==> config.mk <==
export PLATFORM = sky130hd
export DESIGN_NAME = hazard_stall_unit
export DESIGN_NICKNAME = d
export VERILOG_FILES = /design/src/rtl/hazard_stall_unit_pkg.sv /design/src/rtl/hazard_stall_unit_sat_counter.sv /design/src/rtl/hazard_stall_unit.sv
export SDC_FILE = /design/constraint.sdc
export NUM_CORES = 1
export LEC_CHECK = 0
export CORE_ASPECT_RATIO = 1.25
export CORE_UTILIZATION = 25
export CTS_CLUSTER_DIAMETER = 40
export DETAILED_ROUTE_END_ITERATION = 8
export PLACE_DENSITY = 0.61
export SLEW_MARGIN = 10
export SYNTH_ARGS = -nofsm -noshare
export SYNTH_HDL_FRONTEND = slang
export SYNTH_SLANG_ARGS = --single-unit
==> constraint.sdc <==
create_clock -name i_clk -period 2.81 [get_ports i_clk]
set_clock_uncertainty 0.2 [all_clocks]
set_input_delay 0.562 -clock i_clk [delete_from_list [all_inputs] [get_ports i_clk]]
set_output_delay 0.562 -clock i_clk [all_outputs]
set_load 0.02 [all_outputs]
==> src/rtl/hazard_stall_unit_pkg.sv <==
// Shared pipeline definitions for the hazard/stall controller and the forwarding unit.
package hazard_stall_unit_pkg;
  localparam int NB_REG = 5;

  localparam logic [1:0] ST_RUN    = 2'd0;
  localparam logic [1:0] ST_DRAIN  = 2'd1;
  localparam logic [1:0] ST_HALTED = 2'd2;

  localparam logic [NB_REG-1:0] REG_ZERO = '0;

  typedef struct packed {
    logic pc_write;
    logic if_id_write;
    logic if_id_flush;
    logic id_ex_bubble;
  } ctrl_t;

  localparam ctrl_t CTRL_IDLE = '0;
endpackage

==> src/rtl/hazard_stall_unit_sat_counter.sv <==
// Width-parameterised saturating up-counter with async active-low clear.
module sat_counter #(
  parameter int W = 16
)(
  input  logic         clk,
  input  logic         rst_n,
  input  logic         en,
  output logic [W-1:0] q
);
  always_ff @(posedge clk or negedge rst_n) begin
    if (!rst_n)              q <= '0;
    else if (en && q != '1)  q <= q + W'(1);
  end
endmodule

==> src/rtl/hazard_stall_unit.sv <==
// Load-use stall, branch flush and HALT drain control between IF/ID and ID/EX.
module hazard_stall_unit #(
  parameter int NB_REG       = 5,
  parameter int NB_COUNT     = 16,
  parameter int DRAIN_CYCLES = 3
)(
  input  logic                i_clk,
  input  logic                i_reset_n,
  input  logic                i_enable,
  input  logic                i_restart,
  input  logic [NB_REG-1:0]   i_IF_ID_rs,
  input  logic [NB_REG-1:0]   i_IF_ID_rt,
  input  logic [NB_REG-1:0]   i_ID_EX_rt,
  input  logic                i_ID_EX_mem_read,
  input  logic                i_ID_branch_taken,
  input  logic                i_ID_halt,
  output logic                o_pc_write,
  output logic                o_if_id_write,
  output logic                o_if_id_flush,
  output logic                o_id_ex_bubble,
  output logic                o_halted,
  output logic [NB_COUNT-1:0] o_stall_cycles
);
  import hazard_stall_unit_pkg::*;

  localparam int NB_DRAIN = $clog2(DRAIN_CYCLES + 1);

  logic [1:0]          state, nxt_state;
  logic [NB_DRAIN-1:0] drain, nxt_drain;
  ctrl_t               ctrl;
  logic                luh;

  assign luh = i_ID_EX_mem_read && (i_ID_EX_rt != NB_REG'(REG_ZERO)) &&
               ((i_ID_EX_rt == i_IF_ID_rs) || (i_ID_EX_rt == i_IF_ID_rt));

  always_comb begin
    ctrl      = CTRL_IDLE;
    nxt_state = state;
    nxt_drain = drain;
    if (i_enable) begin
      case (state)
        ST_RUN: begin
          // load-use wins; a coincident branch/halt re-evaluates after the bubble
          if (luh) begin
            ctrl.id_ex_bubble = 1'b1;
          end else if (i_ID_halt) begin
            nxt_state = ST_DRAIN;
            nxt_drain = NB_DRAIN'(DRAIN_CYCLES);
          end else begin
            ctrl.pc_write    = 1'b1;
            ctrl.if_id_write = 1'b1;
            ctrl.if_id_flush = i_ID_branch_taken;
          end
        end
        ST_DRAIN: begin
          ctrl.id_ex_bubble = 1'b1;
          nxt_drain         = drain - NB_DRAIN'(1);
          if (drain <= NB_DRAIN'(1)) nxt_state = ST_HALTED;
        end
        ST_HALTED: begin
          if (i_restart) nxt_state = ST_RUN;
        end
        default: nxt_state = ST_RUN;
      endcase
    end
  end

  always_ff @(posedge i_clk or negedge i_reset_n) begin
    if (!i_reset_n) begin
      state <= ST_RUN;
      drain <= '0;
    end else if (i_enable) begin
      state <= nxt_state;
      drain <= nxt_drain;
    end
  end

  // RUN decodes to "advance", so controls are forced low while reset is held
  assign o_pc_write     = ctrl.pc_write     & i_reset_n;
  assign o_if_id_write  = ctrl.if_id_write  & i_reset_n;
  assign o_if_id_flush  = ctrl.if_id_flush  & i_reset_n;
  assign o_id_ex_bubble = ctrl.id_ex_bubble & i_reset_n;
  assign o_halted       = (state == ST_HALTED);

  sat_counter #(.W(NB_COUNT)) u_stall_cnt (
    .clk   (i_clk),
    .rst_n (i_reset_n),
    .en    (i_enable && (state == ST_RUN) && luh),
    .q     (o_stall_cycles)
  );
endmodule

==> summary.md, run 1 <==
| Metric | Value |
|---|---|
| Relative slew margins | 69.6% |
| Placed cell count | 215 |
| Final worst-path cycle share | 97.0% |
| Top-area cell type share of the netlist area | a little over two fifths |
| Worst-Margin Slew | 0.453 ns |
| DP Area | 0.00173 sq mm |
| Routed wire per std cell | 12.1 um |
| Synth area leaders | dfrtp_1, xnor2_1, xor2_1 |
| Die area | around 0.0049 sq mm |
| Rows | 27 |
| FF+latch area | 500 sq um |
| Synth Warn # | 0 |
| Cell taking the most area after synthesis | dfrtp_1 |
| Final WL | 2670 um |
| Power density cells | 480 mW/mm^2 |
| H-Tree Depth | 1 |
| Multi-input gate area | 666 sq um |
| Critical path's top delay family | simple AND/OR/NAND/NOR gates |
| Crit path arrival time | approximately 2.0 ns |
| Layout Cells excl Fill | 221 |
| Antenna Nets Post-Route | 0 |
| Post-Syn Instances | 107 |
| Drt first pass iters | 4 |
| Int Pwr | 597 uW |
| Die height | 78.2 um |
| Max Cap Viol | 0 |
| Net Sw Frac | a little under a third |
| Pwr Total | 860 uW |
| F_max | 367 MHz |
| Post-CTS Hold Buffers | 0 |
| Total negative slack | 0 ns |
| Finished Core Util | 40.5% |
| Worst slack at placement | -0.734 ns |
| Post-route cell area | ~0.0018 sq mm |
| Grt ovf | 0 |
| Ports | 43 |
| CP Buf/Inv Count | 2 |
| Total CTS buffers | 3 |
| Setup ws final | about 0.085 ns |
| Peak VDD IR | about 0.17 mV |
| Post-synthesis average cell area | 10.8 sq um |
| Fin. Hold Viols | 0 |
| Synthesis-to-layout area growth | 54.5% |
| Clock Sinks | 20 |
| Worst path slowest cell | or4_4 |
| CTS tree | done |
| Core footprint | 0.00443 sq mm |
| Clk pwr share | 24.9% |
| Hold Crit Class | reg -> reg |
| Synthesized flop and latch total | 20 |
| Commonest non-fill, non-tap cell in the layout | clkdlybuf4s50_1 |
| DRT iter0 DRCs | 81 |
| Clock root buffer | clkbuf_8 |
| Worst Setup End Kind | output pin |
| Number of endpoints failing setup at the final stage | 0 |
| Largest net degree at the start of global routing | 21 |
| RSZ-0062 raised after global routing | no |
| Crit-path cells | clkbuf_2 > or4_4 > o21ai_4 > nor2_4 > nor4_4 > and2_1 > buf_6 |
| Pleak | 0.794 nW |
| Vias | 1003 |
| Clk_lat worst skew | 0.25 ns |
| Hold_ws | 0.307 ns |
| Critical path peak fanout | 3 |
| Max clock buf depth | 2 |
| Fin crit period | 2.72 ns |
| WP data required | 2.05 ns |
| Gpl congestion | around 0.7 |
| Synthesized cell area | 0.00116 sq mm |
| Syn nets | 131 |
| Starting density of the core | 26.2% |
| Initial antenna violation count | 0 |
| First-pass GRT wire length | 4590 um |
| Slew Viols, Final | 0 |
| Fin nets | 188 |
| N_diodes | 0 |
| Share of total power in sequential cells | 43.4% |
| Comb power frac | 31.7% |
| Sequential share of the synthesized area | 43.1% |
| Netlist cell types | 35 |
| Overall Global Routing Usage | 11.9% |
| DRC Markers | 0 |
| Critical path class | in -> out |
| Outcome | finished, final reports clean |
| PortBufs | 42 |
| Fillcell total | 461 |
| Drt via density | 4.54 |
| Dpl hpwl | 2130 um |
| P_sw | 264 uW |
| Most frequent cells in the layout | clkdlybuf4s50_1, dfrtp_1, xnor2_1, buf_4 |
| Worst Setup Start Kind | input port |
| Layout cell share with drive strength beyond 1 | 26.4% |
| Chip width | 62.9 um |
| Vias in the first global route | 1070 |
| CTS clk-pin slew, worst paths | around 0.070 ns |
| Max incr delay on CP | between 0.5 and 0.6 ns |
layer usage:
metal	global-route usage (%)	share of wire (%)
met4	5.58	1.6
met1	12.2	39
met2	23.2	54
met5	0	0
met3	1.60	5.1
worst register-to-register path: stages, from the launching register on:
cell,delay [ns]
dfrtp_1,0.42
ha_1,0.21
nand3_1,0.09
nor3_1,0.42
a41o_1,0.28
nor3_4,0.05
buf_12,0.14
mux2_2,0.26
cell usage after synthesis:
library cell  instances
nor4_2                1
mux2_2                2
nor3_2                1
inv_1                 2
nand2_1               6
and2b_2               1
nand3_1               8
xor2_1               11
and3_2                2
and2_1                1
and4_1                1
a21boi_0              1
o21ai_0               3
nor2b_1               1
a22oi_2               1
a32o_1                2
and3_4                1
clkbuf_1              1
nor3_4                1
buf_4                 1
buf_6                 1
dfrtp_1              20
o22a_1                1
o21ai_4               1
and2_4                1
nor3_1                2
or4_4                 1
ha_1                  2
nand4_2               1
a41o_1                1
nor2_1                6
nand2b_1              1
and3_1                2
xnor2_1              14
nand4_1               5
power groups by stage:
stage               clock network [mW]  registers, mW  logic (mW)
floorplan                            0          0.380       0.141
global placement                     0          0.376       0.277
detailed placement                   0          0.379       0.282
CTS                              0.224          0.373       0.275
global route                     0.237          0.379       0.300
finish                           0.214          0.373       0.273
registers in the layout, summed over array words and instances (netlist names):
register       cells
drain              2
u_stall_cnt.q     16
state              2
cells by family (layout without fill, tap and decap cells):
logic type	Yosys count	count (layout)	synth area share, %
mux	2	2	1.94
fa+ha+maj	2	2	2.16
xor+xnor	25	25	18.9
flops	20	20	43.1
simple gates	43	43	23.5
buf+inv	5	61	2.59
compound gates	10	10	7.77
path summary, 6_finish.rpt:
kind                                                     from                            end  slack, ns  cells after the start
worst min-delay path            u_stall_cnt.q[13]$_DFFE_PN0P_  u_stall_cnt.q[13]$_DFFE_PN0P_       0.31                      1
max in group asynchronous                           i_reset_n   u_stall_cnt.q[5]$_DFFE_PN0P_       1.70                      2
min in group asynchronous                           i_reset_n   u_stall_cnt.q[2]$_DFFE_PN0P_       0.50                      2
worst max register to register   u_stall_cnt.q[0]$_DFFE_PN0P_   u_stall_cnt.q[1]$_DFFE_PN0P_       0.61                      7
worst max-delay path                            i_ID_EX_rt[3]                  o_if_id_flush       0.09                      7
worst min register to register  u_stall_cnt.q[13]$_DFFE_PN0P_  u_stall_cnt.q[13]$_DFFE_PN0P_       0.31                      1
final cells by class:
class                   instances  area share, %
flip-flops and latches         20           27.9
clock buffers                   4           3.07
repair buffers                 55           27.4
well taps                      58           4.05
inverters                       2          0.419
multi-input cells              82           37.2
timing repair:
action | in CTS | in global routing
pin swaps | 13 | 9
resized for setup | 36 | 10
setup buffers | 1 | 1
cloned | 0 | 0
setup endpoints to repair | 4 | 1
Power figures use the tool's default switching activity.
==> inputs of run 2 (changes only) <==
Settings changed: RECOVER_POWER set to 25.
Clock period 2.81 ns to 2.7 ns, I/O delays scaled along.
==> run 2 against run 1 <==
Compared with the run above:
- via count grew 0.40%
- power grew 4.0%
- critical endpoint unchanged
- critical path type unchanged
- clock-buffer cell count is the same
- worst hold slack is the same
- combinational power grew 4%
- sequential share of layout area grew 0.059 points
- largest cell class unchanged
- critical path depth is the same
- sequential cell count is the same
- first-iteration DRC count shrank 14%
- wire length shrank 0.19%
==> summary.md, run 2 (same netlist as run 1, synthesis figures left out) <==
| Metric | Value |
|---|---|
| Outcome | finished, final reports clean |
| Initial antenna violation count | 0 (unchanged) |
| Post-CTS Hold Buffers | 0 (unchanged) |
| Synthesis-to-layout area growth | 54.2% |
| Multi-input gate area | 666 sq um (unchanged) |
| Slew Viols, Final | 0 (unchanged) |
| Total CTS buffers | 3 (unchanged) |
| Final WL | 2660 um (-0.19%) |
| Fin nets | 188 (unchanged) |
| Worst Setup End Kind | output pin |
| Total stage count of the critical path | 7 (unchanged) |
| Most frequent cells in the layout | clkdlybuf4s50_1, dfrtp_1, xnor2_1, buf_4, dlygate4sd2_1 |
| Rows | 27 (unchanged) |
| Worst Hold End | u_stall_cnt.q[13]$_DFFE_PN0P_ |
| Routed wire per std cell | 12.1 um (-0.19%) |
| Crit path arrival time | 1.93 ns (-0.03 ns) |
| CTS tree | done |
| CTS clk-pin slew, worst paths | 0.07 ns (about the same) |
| Drt first pass iters | 4 (unchanged) |
| Crit-path cells | buf_6 > or4_4 > o21ai_4 > nor2_4 > nor4_4 > and2_1 > buf_6 |
| First-pass GRT wire length | 4630 um (+0.89%) |
| Largest register by flop count | u_stall_cnt.q |
| Die area | 0.00492 sq mm (unchanged) |
| Vias | 1007 (+0.40%) |
| Pwr Total | 895 uW (+4.0%) |
| Overall Global Routing Usage | 12.0% (+0.092 points) |
| Dpl hpwl | 2130 um (unchanged) |
| Clock root buffer | clkbuf_8 |
| N_diodes | 0 (unchanged) |
| FF+latch area | 500 sq um (unchanged) |
| Ports | 43 (unchanged) |
| Most frequent CP cell | buf_6 |
| Gpl congestion | 0.694 (unchanged) |
| Peak VDD IR | 0.182 mV (+4.0%) |
| Worst hold start | u_stall_cnt.q[13]$_DFFE_PN0P_ |
| Critical path class | in -> out |
| Max clock buf depth | 2 (unchanged) |
| R2R Path Start | u_stall_cnt.q[0]$_DFFE_PN0P_ |
| Number of endpoints failing setup at the final stage | 0 (unchanged) |
| Critical Path Start | i_ID_EX_rt[3] |
| Clock Sinks | 20 (unchanged) |
| Largest regs | u_stall_cnt.q: 16 flops, drain: 2 flops, state: 2 flops |
| Max Cap Viol | 0 (unchanged) |
| Starting density of the core | 26.2% (unchanged) |
| Vias in the first global route | 1077 (+0.65%) |
| Post-route cell area | 0.00179 sq mm (-0.21%) |
| Max incr delay on CP | 0.53 ns (about the same) |
| Chip width | 62.9 um (unchanged) |
| Finished Core Util | 40.4% (-0.085 points) |
| Die height | 78.2 um (unchanged) |
| F_max | approximately 370 MHz |
| Hold Crit Depth | 1 (unchanged) |
| Antenna Nets Post-Route | 0 (unchanged) |
| DRT iter0 DRCs | 70 (-14%) |
| RSZ-0062 raised after global routing | yes |
| Layout cell share with drive strength beyond 1 | 25.8% (-0.61 points) |
| Hold_ws | 0.307 ns (unchanged) |
| H-Tree Depth | 1 (unchanged) |
| Placed cell count | 215 (unchanged) |
| Max FFs per register | 16 (unchanged) |
| Commonest non-fill, non-tap cell in the layout | clkdlybuf4s50_1 |
| Relative slew margins | 29.2% (-40 points) |
| Pleak | 0.775 nW (-2.3%) |
| Largest net degree at the start of global routing | 21 (unchanged) |
| CP Buf/Inv Count | 2 (unchanged) |
| Hold Crit Class | reg -> reg |
| Worst Setup Start Kind | input port |
| Reg2reg setup slack | 0.50 ns (-0.11 ns) |
| Fin. Hold Viols | 0 (unchanged) |
| Fin crit period | 2.67 ns |
| Critical path peak fanout | 3 (unchanged) |
| Setup ws final | 0.0287 ns (-0.0568 ns) |
| Clk_lat worst skew | 0.25 ns (about the same) |
| WP data required | 1.96 ns (-0.09 ns) |
| Worst-Margin Slew | 1.06 ns (+0.609 ns) |
| Drt via density | 4.56 (+0.40%) |
| Layout Cells excl Fill | 221 (unchanged) |
| Grt ovf | 0 (unchanged) |
| Core footprint | 0.00443 sq mm (unchanged) |
| Critical path's top delay family | simple AND/OR/NAND/NOR gates |
| Worst r2r dst | u_stall_cnt.q[1]$_DFFE_PN0P_ |
| DRC Markers | 0 (unchanged) |
| Reg2reg path depth | 7 (unchanged) |
| Worst path slowest cell | or4_4 |
| PortBufs | 42 (unchanged) |
| Final worst-path cycle share | 98.9% |
| DP Area | 0.00173 sq mm (unchanged) |
| Power density cells | 501 mW/mm^2 (+4.2%) |
| Worst slack at placement | -0.800 ns (-0.0660 ns) |
| Fillcell total | 464 (+0.65%) |
| Total negative slack | 0 ns (unchanged) |
-- run 2: cell types whose count changed in the layout (fill, tap and decap cells not counted), sizes merged --
cell	before	now
buf	17	19
clkbuf	8	6
clkdlybuf4s15	0	1
clkdlybuf4s50	23	22
dlygate4sd2	9	10
dlygate4sd3	0	1
dlymetal6s2s	2	0
-- run 2: worst max path at each step --
stage	end	slack [ns]
after global placement	o_if_id_flush	-0.77
after detailed placement	o_if_id_flush	-0.80
after global routing	o_if_id_flush	-0.03
after CTS	o_if_id_flush	0.0004
after floorplan	o_if_id_flush	-0.07
final	o_if_id_flush	0.03
-- run 2: routing by layer --
metal | track usage (%) | vias to the layer above | wire [um]
li1 | - | 486 | -
met1 | 12.5 | 477 | 1040
met2 | 23.2 | 40 | 1440
met3 | 1.60 | 4 | 136
met4 | 5.58 | 0 | 44
met5 | 0 | - | 0
-- run 2: area by class of cell --
type,instances,share of cell area (%)
Multi-Input combinational cell,82,37.2
Sequential cell,20,28.0
Timing Repair Buffer,55,27.2
Tap cell,58,4.06
Clock buffer,4,3.08
Inverter,2,0.420
-- run 2: report_power, final --
| part | switching [mW] | internal [mW] |
|---|---|---|
| Clock | 0.0932 | 0.130 |
| Sequential | 0.0507 | 0.338 |
| Combinational | 0.131 | 0.153 |
| Total | 0.275 | 0.620 |
-- run 2: what timing repair did --
item / in CTS / in global routing
pin swaps: 16 / 9
setup endpoints to repair: 4 / 1
setup buffers: 1 / 1
gates resized for setup: 45 / 6
==> inputs of run 3 (changes only) <==
Settings changed: CORE_MARGIN set to 2, SKIP_LAST_GASP set to 1, SLEW_MARGIN 10 to not set.
==> run 3 against run 2 <==
Compared with the run above:
- clock-buffer cell count decreased by 1
- via count increased by 1.9%
- largest cell class unchanged
- die area increased by 5.8%
- final cell count increased by 0.45%
- non-clock buffer count increased by 2
- fmax about the same
- highest routed layer unchanged
- register-to-register slack got worse by 0.02 ns
- worst hold slack improved by 0.0039 ns
==> summary.md, run 3 (same netlist as run 1, synthesis figures left out) <==
| Metric | Value |
|---|---|
| Peak VDD IR | 0.162 mV (-11%) |
| PortBufs | 42 (unchanged) |
| N_diodes | 0 (unchanged) |
| Commonest non-fill, non-tap cell in the layout | clkdlybuf4s50_1 |
| Largest regs | u_stall_cnt.q: 16 flops, drain: 2 flops, state: 2 flops |
| Ports | 43 (unchanged) |
| Outcome | finished, final reports clean |
| Grt ovf | 0 (unchanged) |
| Final WL | 2780 um (+4.4%) |
| Multi-input gate area | 673 sq um (+1.1%) |
| Layout Cells excl Fill | 222 (+0.45%) |
| Worst slack at placement | -0.837 ns (-0.0369 ns) |
| Drt first pass iters | 2 (-2) |
| Antenna Nets Post-Route | 0 (unchanged) |
| Final worst-path cycle share | 98.9% (about the same) |
| Gpl congestion | 0.686 (-1.1%) |
| Hold_ws | 0.311 ns (+0.00387 ns) |
| Starting density of the core | 26.2% (unchanged) |
| Slew Viols, Final | 0 (unchanged) |
| Fin crit period | 2.67 ns (-0.000499 ns) |
| DRT iter0 DRCs | 60 (-14%) |
| Dpl hpwl | 2230 um (+4.8%) |
| Pleak | 0.779 nW (+0.47%) |
| FF+latch area | 500 sq um (unchanged) |
| Routed wire per std cell | 12.5 um (+4.0%) |
| Power density cells | 490 mW/mm^2 (-2.1%) |
| Overall Global Routing Usage | 11.8% (-0.25 points) |
| Fillcell total | 458 (-1.3%) |
| Layout cell share with drive strength beyond 1 | 27.4% (+1.7 points) |
| Relative slew margins | 25.7% (-3.5 points) |
| Synthesis-to-layout area growth | 54.5% |
| Worst Setup Start Kind | input port |
| Largest net degree at the start of global routing | 21 (unchanged) |
| First-pass GRT wire length | 4800 um (+3.6%) |
| Total negative slack | 0 ns (unchanged) |
| Clk_lat worst skew | 0.25 ns (about the same) |
| Critical path class | in -> out |
| Total CTS buffers | 3 (unchanged) |
| Initial antenna violation count | 0 (unchanged) |
| Hold Crit Class | reg -> reg |
| H-Tree Depth | 1 (unchanged) |
| Number of endpoints failing setup at the final stage | 0 (unchanged) |
| F_max | 374 MHz (about the same) |
| Largest register by flop count | u_stall_cnt.q |
| Drt via density | 4.62 (+1.4%) |
| Most frequent cells in the layout | clkdlybuf4s50_1, dfrtp_1, xnor2_1, buf_4, dlygate4sd2_1 |
| Max clock buf depth | 2 (unchanged) |
| Max FFs per register | 16 (unchanged) |
| Vias | 1026 (+1.9%) |
| Die height | 80.2 um (+2.6%) |
| Chip width | 64.9 um (+3.2%) |
| Crit path arrival time | 1.93 ns (about the same) |
| DRC Markers | 0 (unchanged) |
| Worst Setup End Kind | output pin |
| Clock root buffer | clkbuf_8 |
| Setup ws final | 0.0292 ns (+0.000499 ns) |
| RSZ-0062 raised after global routing | yes |
| Die area | 0.00520 sq mm (+5.8%) |
| Critical path peak fanout | 3 (unchanged) |
| CTS tree | done |
| Vias in the first global route | 1115 (+3.5%) |
| Fin. Hold Viols | 0 (unchanged) |
| CTS clk-pin slew, worst paths | 0.07 ns (about the same) |
| Max Cap Viol | 0 (unchanged) |
| Worst-Margin Slew | 1.11 ns (+0.0519 ns) |
| Placed cell count | 217 (+0.93%) |
| Core footprint | 0.00443 sq mm (unchanged) |
| Rows | 27 (unchanged) |
| WP data required | 1.96 ns (about the same) |
| Fin nets | 190 (+1.1%) |
| Clock Sinks | 20 (unchanged) |
[run 3: changes by cell type in the layout (fill, tap and decap cells not counted)]
cell             before  now
buf_2                 5    4
buf_4                11   13
clkbuf_2              1    3
clkbuf_8              4    3
clkdlybuf4s15_1       1    0
xor2_1                9    8
xor2_2                2    3
[run 3: final cells by class]
class / count / share of cell area (%)
Multi-Input combinational cell: 82 / 37.6
Sequential cell: 20 / 27.9
Timing Repair Buffer: 57 / 27.7
Tap cell: 58 / 4.05
Clock buffer: 3 / 2.30
Inverter: 2 / 0.419
[run 3: where the power goes]
part / internal [mW] / switching (mW) / leakage [nW]
clock network: 0.0992 / 0.0916 / 0.0216
logic: 0.164 / 0.147 / 0.489
registers: 0.338 / 0.0378 / 0.269
total: 0.602 / 0.276 / 0.779
[run 3: metal layers]
layer  track usage [%]  vias up  part of all wire, %
met4              4.47        0                  1.5
met3              2.24        6                  7.2
met2              23.5       42                   53
li1                  -      487                    -
met5                 0        -                    0
met1              11.6      491                   39
[run 3: per-stage QoR]
stage          power (mW)  area [sq um]  utilization (%)
2_1_floorplan       0.542          1170                -
3_3_place_gp        0.691          1750             39.5
3_5_place_dp        0.705          1750             39.5
4_1_cts             0.890          1780             40.2
5_1_grt             0.942          1790             40.5
6_report            0.878          1790             40.5
[run 3: worst paths after layout]
path | slack, ns | cells past startpoint | start | end
hold reg to reg | 0.31 | 1 | u_stall_cnt.q[9]$_DFFE_PN0P_ | u_stall_cnt.q[9]$_DFFE_PN0P_
setup / recovery | 0.03 | 7 | i_ID_EX_rt[4] | o_if_id_flush
setup reg to reg | 0.48 | 7 | u_stall_cnt.q[0]$_DFFE_PN0P_ | u_stall_cnt.q[1]$_DFFE_PN0P_
max in group asynchronous | 0.72 | 2 | i_reset_n | u_stall_cnt.q[10]$_DFFE_PN0P_
hold / removal | 0.31 | 1 | u_stall_cnt.q[9]$_DFFE_PN0P_ | u_stall_cnt.q[9]$_DFFE_PN0P_
min in group asynchronous | 0.91 | 2 | i_reset_n | u_stall_cnt.q[3]$_DFFE_PN0P_
[run 3: repair_timing]
| action | 4_1_cts | 5_1_grt |
|---|---|---|
| gates cloned | 0 | 0 |
| pin swaps | 17 | 10 |
| resized for setup | 44 | 8 |
| hold buffers | 0 | 0 |
| setup endpoints to repair | 4 | 1 |
| setup buffers | 1 | 1 |
[run 3: worst max-delay path, cell delays in order]
cell and delay, ns:
buf_6 0.09, or4_4 0.53, o21ai_4 0.17, nor2_4 0.06, nor4_4 0.25, and2_1 0.18
buf_6 0.12
